[src/rtl/serial_adder_pkg.sv]
// Shared types and sizing helpers for the bit-serial adder.
package serial_adder_pkg;

    typedef enum logic [1:0] {
        IDLE = 2'd0,
        RUN  = 2'd1,
        DONE = 2'd2
    } state_t;

    // Bit-counter width; a 1-bit operand still needs a 1-bit counter.
    function automatic int CNT_W(input int width);
        int w;
        w = $clog2(width);
        return (w < 1) ? 1 : w;
    endfunction

endpackage

[src/rtl/fulladder.sv]
// Single-bit full adder cell driven one bit per cycle by serial_adder.
module fulladder (
    input  logic a,
    input  logic b,
    input  logic cin,
    output logic sum,
    output logic cout
);

    assign sum  = a ^ b ^ cin;
    assign cout = (a & b) | (cin & (a ^ b));

endmodule

[src/rtl/serial_adder.sv]
// Bit-serial adder: {cout, sum} = a + b + cin, one bit per cycle, LSB first,
// with a valid/ready handshake on both the operand and the result side.
module serial_adder
    import serial_adder_pkg::*;
#(
    parameter int WIDTH = 8
) (
    input  logic             clk,
    input  logic             rst,
    input  logic             in_valid,
    output logic             in_ready,
    input  logic [WIDTH-1:0] a,
    input  logic [WIDTH-1:0] b,
    input  logic             cin,
    output logic             out_valid,
    input  logic             out_ready,
    output logic [WIDTH-1:0] sum,
    output logic             cout
);

    localparam int CW = CNT_W(WIDTH);

    state_t           r_state;
    state_t           w_state_nxt;
    logic [WIDTH-1:0] r_a;
    logic [WIDTH-1:0] r_b;
    logic [WIDTH-1:0] r_sum;
    logic [WIDTH-1:0] w_sum_nxt;
    logic             r_carry;
    logic [CW-1:0]    r_cnt;
    logic             w_fa_sum;
    logic             w_fa_cout;
    logic             w_accept;
    logic             w_last;

    fulladder u_fa (
        .a    (r_a[0]),
        .b    (r_b[0]),
        .cin  (r_carry),
        .sum  (w_fa_sum),
        .cout (w_fa_cout)
    );

    assign w_accept = in_valid & in_ready;
    assign w_last   = (r_cnt == CW'(WIDTH - 1));

    // New sum bit enters at the MSB so the word is LSB-aligned after WIDTH shifts.
    generate
        if (WIDTH == 1) begin : g_sum_w1
            assign w_sum_nxt = w_fa_sum;
        end else begin : g_sum_wn
            assign w_sum_nxt = {w_fa_sum, r_sum[WIDTH-1:1]};
        end
    endgenerate

    always_ff @(posedge clk or posedge rst) begin
        if (rst) begin
            r_state <= IDLE;
        end else begin
            r_state <= w_state_nxt;
        end
    end

    always_comb begin
        w_state_nxt = r_state;
        in_ready    = 1'b0;
        out_valid   = 1'b0;
        case (r_state)
            IDLE: begin
                in_ready = ~rst;
                if (w_accept) begin
                    w_state_nxt = RUN;
                end
            end
            RUN: begin
                if (w_last) begin
                    w_state_nxt = DONE;
                end
            end
            DONE: begin
                out_valid = 1'b1;
                if (out_ready) begin
                    w_state_nxt = IDLE;
                end
            end
            default: begin
                w_state_nxt = IDLE;
            end
        endcase
    end

    always_ff @(posedge clk or posedge rst) begin
        if (rst) begin
            r_a     <= '0;
            r_b     <= '0;
            r_sum   <= '0;
            r_carry <= 1'b0;
            r_cnt   <= '0;
        end else begin
            case (r_state)
                IDLE: begin
                    if (w_accept) begin
                        r_a     <= a;
                        r_b     <= b;
                        r_carry <= cin;
                        r_cnt   <= '0;
                    end
                end
                RUN: begin
                    r_a     <= r_a >> 1;
                    r_b     <= r_b >> 1;
                    r_sum   <= w_sum_nxt;
                    r_carry <= w_fa_cout;
                    // Hold at the terminal count instead of wrapping.
                    if (!w_last) begin
                        r_cnt <= r_cnt + CW'(1);
                    end
                end
                default: begin
                end
            endcase
        end
    end

    assign sum  = r_sum;
    assign cout = r_carry;

endmodule

[config.mk]
export PLATFORM = sky130hd
export DESIGN_NAME = serial_adder
export DESIGN_NICKNAME = d
export VERILOG_FILES = /design/src/rtl/serial_adder_pkg.sv /design/src/rtl/fulladder.sv /design/src/rtl/serial_adder.sv
export SDC_FILE = /design/constraint.sdc
export NUM_CORES = 1
export LEC_CHECK = 0
export ABC_CLOCK_PERIOD_IN_PS = 4900
export CELL_PAD_IN_SITES_DETAIL_PLACEMENT = 1
export CELL_PAD_IN_SITES_GLOBAL_PLACEMENT = 2
export CORE_ASPECT_RATIO = 1.25
export CORE_UTILIZATION = 35
export CTS_CLUSTER_SIZE = 8
export DETAILED_ROUTE_END_ITERATION = 10
export PLACE_DENSITY_LB_ADDON = 0.3
export SLEW_MARGIN = 20
export SYNTH_ARGS = -nofsm -noshare
export SYNTH_HDL_FRONTEND = slang
export SYNTH_HIERARCHICAL = 1
export SYNTH_SLANG_ARGS = --single-unit
[constraint.sdc]
create_clock -name clk -period 4.9 [get_ports clk]
set_clock_uncertainty 0.2 [all_clocks]
set_input_delay 0.98 -clock clk [delete_from_list [all_inputs] [get_ports clk]]
set_output_delay 0.98 -clock clk [all_outputs]
set_load 0.05 [all_outputs]
==> impl_summary.md <==
Outcome
The run finished with clean final reports.

Finish
The layout has ~440 filler cells. Excluding fillers, the count of instances in the completed layout stands at 207. The net count of the finished layout is 174.

The library cells used most frequently in the layout, excluding fill and tap cells, are clkdlybuf4s50_1, dfrtp_1, nor2b_1. The most frequent standard cell in the layout excluding fill and tap cells is clkdlybuf4s50_1. From synthesis to final layout, the design area changed by 29.36%. Of the cells placed in the final design, the portion with a size suffix greater than 1 is 0.1391. Summing all multi-input logic gate instances after layout gives 635.6 sq um.

The final antenna diode count is 0. In the final layout, flip-flops and latches occupy about 750 sq um.

Setup path
Walking the worst path, the cells encountered are clkdlybuf4s50_1 -> nor3_1 -> clkdlybuf4s50_1. The slowest stage of the critical path belongs to the cell clkdlybuf4s50_1. The element type at the critical path end is an output pin. The critical path required time is 3720 ps. The count of buffering cells on the critical path with inverters included is 2. The critical-path maximum fanout is 3. The endpoint of the worst register-to-register path is sum[6].

Grouping stages by cell kind, the critical path spends the most delay in buffers and inverters. The setup path with the least slack is of type primary input to output pin. The cell with the most instances on the worst path is clkdlybuf4s50_1.

The endpoint arrival time on the critical path is 2440 ps. For the worst flop-to-flop path, the logic depth is 2. STA classifies the critical path startpoint as a primary input. The worst reg-to-reg setup slack is 2780 ps.

The critical register-to-register path startpoint is r_state[0]. The largest incremental delay on the critical path is 840 ps.

Placement
The total placed cells including tap cells is 199. The number of buffers inserted by port buffering is 31. The last weighted congestion value of the routability-driven placer is around 0.7. The total half-perimeter wirelength after legalization and detailed placement is 1995 um. The worst setup timing slack at the placement stage is 1292 ps.

STA
Setup violations remaining at the end of the flow were counted as 0. The final critical delay including setup and external delays is 3619 ps. Setup repair after global routing left no endpoint under its margin.

The post-route setup TNS is 0 ps. The share of the clock period used by the worst path is 0.7387. The final-report hold violation count is 0. The max-slew violation count is 0. Derived from the worst setup path, the maximum achievable clock frequency is 0.2763 GHz. The worst slew margin relative to its limit is 0.4587. The transition time of the tightest slew-check pin is 811.9 ps. Hold is met by approximately 290 ps. In the post-route analysis, the smallest setup slack over all paths is 1281 ps.

CTS
The TritonCTS clock tree is built. CTS built an H-tree with a depth of 2. The later pin in the worst-skew pair is clocked with a latency of roughly 280 ps. The number of gates resized after CTS is 0. Clock-pin slew was measured on the worst setup and hold paths at 70 ps. The cell sitting at the root of the clock tree is a clkbuf_8. The number of buffers inserted by post-CTS setup repair is 0. The clock net sink count is 30.

In this run, post-CTS hold repair placed 0 buffers. Counting the buffers created by CTS gives 5. The number of buffers on the longest clock path is 2.

Pwr
The leakage power figure is 0.0007882 uW. The worst supply voltage drop on vdd is 0.2398 mV. The power density over the cells is 645.7 nW/um^2.

Die
During I/O placement, the number of pins put on the boundary was 32. Row generation in the floorplan step produced 26 rows. The floorplan step defined a core boundary enclosing slightly above 4000 sq um. The initial utilization of the core area, before any placement, comes to 0.3615. The die span in x is between 50 and 60 um. From bottom edge to top edge, the die measures 74.46 um. The die covers 4465 sq um.

Yosys
In this run, synthesis produced a sequential element count of 30. The number of distinct library cells after synthesis is 19. After synthesis the cells add up to 1470 sq um.

The sequential share of the synthesized area is 0.5106. The synthesized net count is 144. In the synthesized netlist, the number of instances is 120. The number of warning messages in the yosys log is 6. Dividing the synthesized area by the synthesized cell count gives 12.25 sq um.

Hold path
The cell depth of the worst min-delay path is 1. The class of the tightest hold or removal check is register to register. In this run the most critical hold path is launched from r_a[4]. The path with the worst hold slack has its endpoint at r_a[4].

Route
In the routed design, unresolved DRC markers number 0. The via count is 1073. For this run, the detailed router's first-pass iteration total came to 4. The number of nets with antenna violations after detailed routing is 0.

The mean routed wirelength per cell is 15.07 um. Wires add up to roughly 3100 um. After the first detailed-routing iteration, the DRC count stood at 38. After detailed routing, the number of vias per cell comes to 5.184.

Global routing
The largest net degree at the start of global routing is 31. The leftover overflow at the end of global routing is 0. The initial antenna violation count is 0.

The total routing resource utilization after global routing is 0.1581. The wire length of the first global-routing pass is 5057 um. The number of global-route vias before repair was 1072.

Run
The tool flagged a number of max-cap violations equal to 0.
==> worst reg2reg max path: stages, from the launching register on <==
cell	delay [ps]
dfrtp_1	730
nor2b_1	670
mux2_2	410
==> synthesized netlist by cell type, drive strengths merged <==
master	count	area (sq um)
o21ai	1	5.000
fa	1	20.02
o2bb2ai	15	131.4
dfrtp	30	750.7
nor2	3	11.26
buf	10	72.57
nor3	1	5.000
nand2	1	3.750
a32o	1	10.01
o21bai	1	18.77
mux2i	2	20.02
inv	3	11.26
a22o	6	52.55
mux2	9	101.4
ha	2	25.02
nor2b	19	118.9
a22oi	15	112.6
==> layout make-up <==
class,instances,share of cell area
well taps,56,0.03684
multi-input cells,77,0.3342
flip-flops and latches,30,0.3947
clock inverters,3,0.02105
repair buffers,33,0.1711
inverters,3,0.005921
clock buffers,5,0.03618
==> through the flow <==
stage / utilization / area [sq um] / power [uW]
final: 0.4677 / 1902 / 1228
after global routing: 0.4677 / 1902 / 1299
after CTS: 0.4677 / 1902 / 1237
after detailed placement: 0.4409 / 1793 / 988.5
after global placement: 0.4409 / 1793 / 965.7
after floorplan: - / 1470 / 847.4
==> how the worst max path moves through the flow <==
stage	from	to	slack (ps)	cells past startpoint
5_1_grt	rst	in_ready	1170	3
3_3_place_gp	rst	in_ready	1340	3
2_1_floorplan	rst	in_ready	1700	1
4_1_cts	rst	in_ready	1270	3
6_report	rst	in_ready	1280	3
3_5_place_dp	rst	in_ready	1290	3
==> power breakdown <==
group	total (uW)	switching (uW)	internal, uW
Combinational	546	301	245
Clock	247	97.4	149
Sequential	435	91.4	344
==> kinds of logic (layout without fill, tap and decap cells) <==
family / after synthesis / count (layout) / synth area share
AOI/OAI and AO/OA: 39 / 39 / 0.2247
DFF: 30 / 30 / 0.5106
muxes: 11 / 11 / 0.08256
buffers and inverters: 13 / 44 / 0.05702
and+or+nand+nor: 24 / 24 / 0.09446
adders and majority gates: 3 / 3 / 0.03064
==> layer usage <==
layer	wire [um]	track usage
met5	0	0
met4	39	0.07752
met2	1566	0.2593
met1	1391	0.1976
met3	123	0.03130
==> flip-flops by register name (all words and copies together), names as in the netlist <==
name and count:
sum 8, r_a 8, cout 1, r_cnt 3, r_state 2, r_b 8
Note: power is estimated with default switching activity, not from simulation.
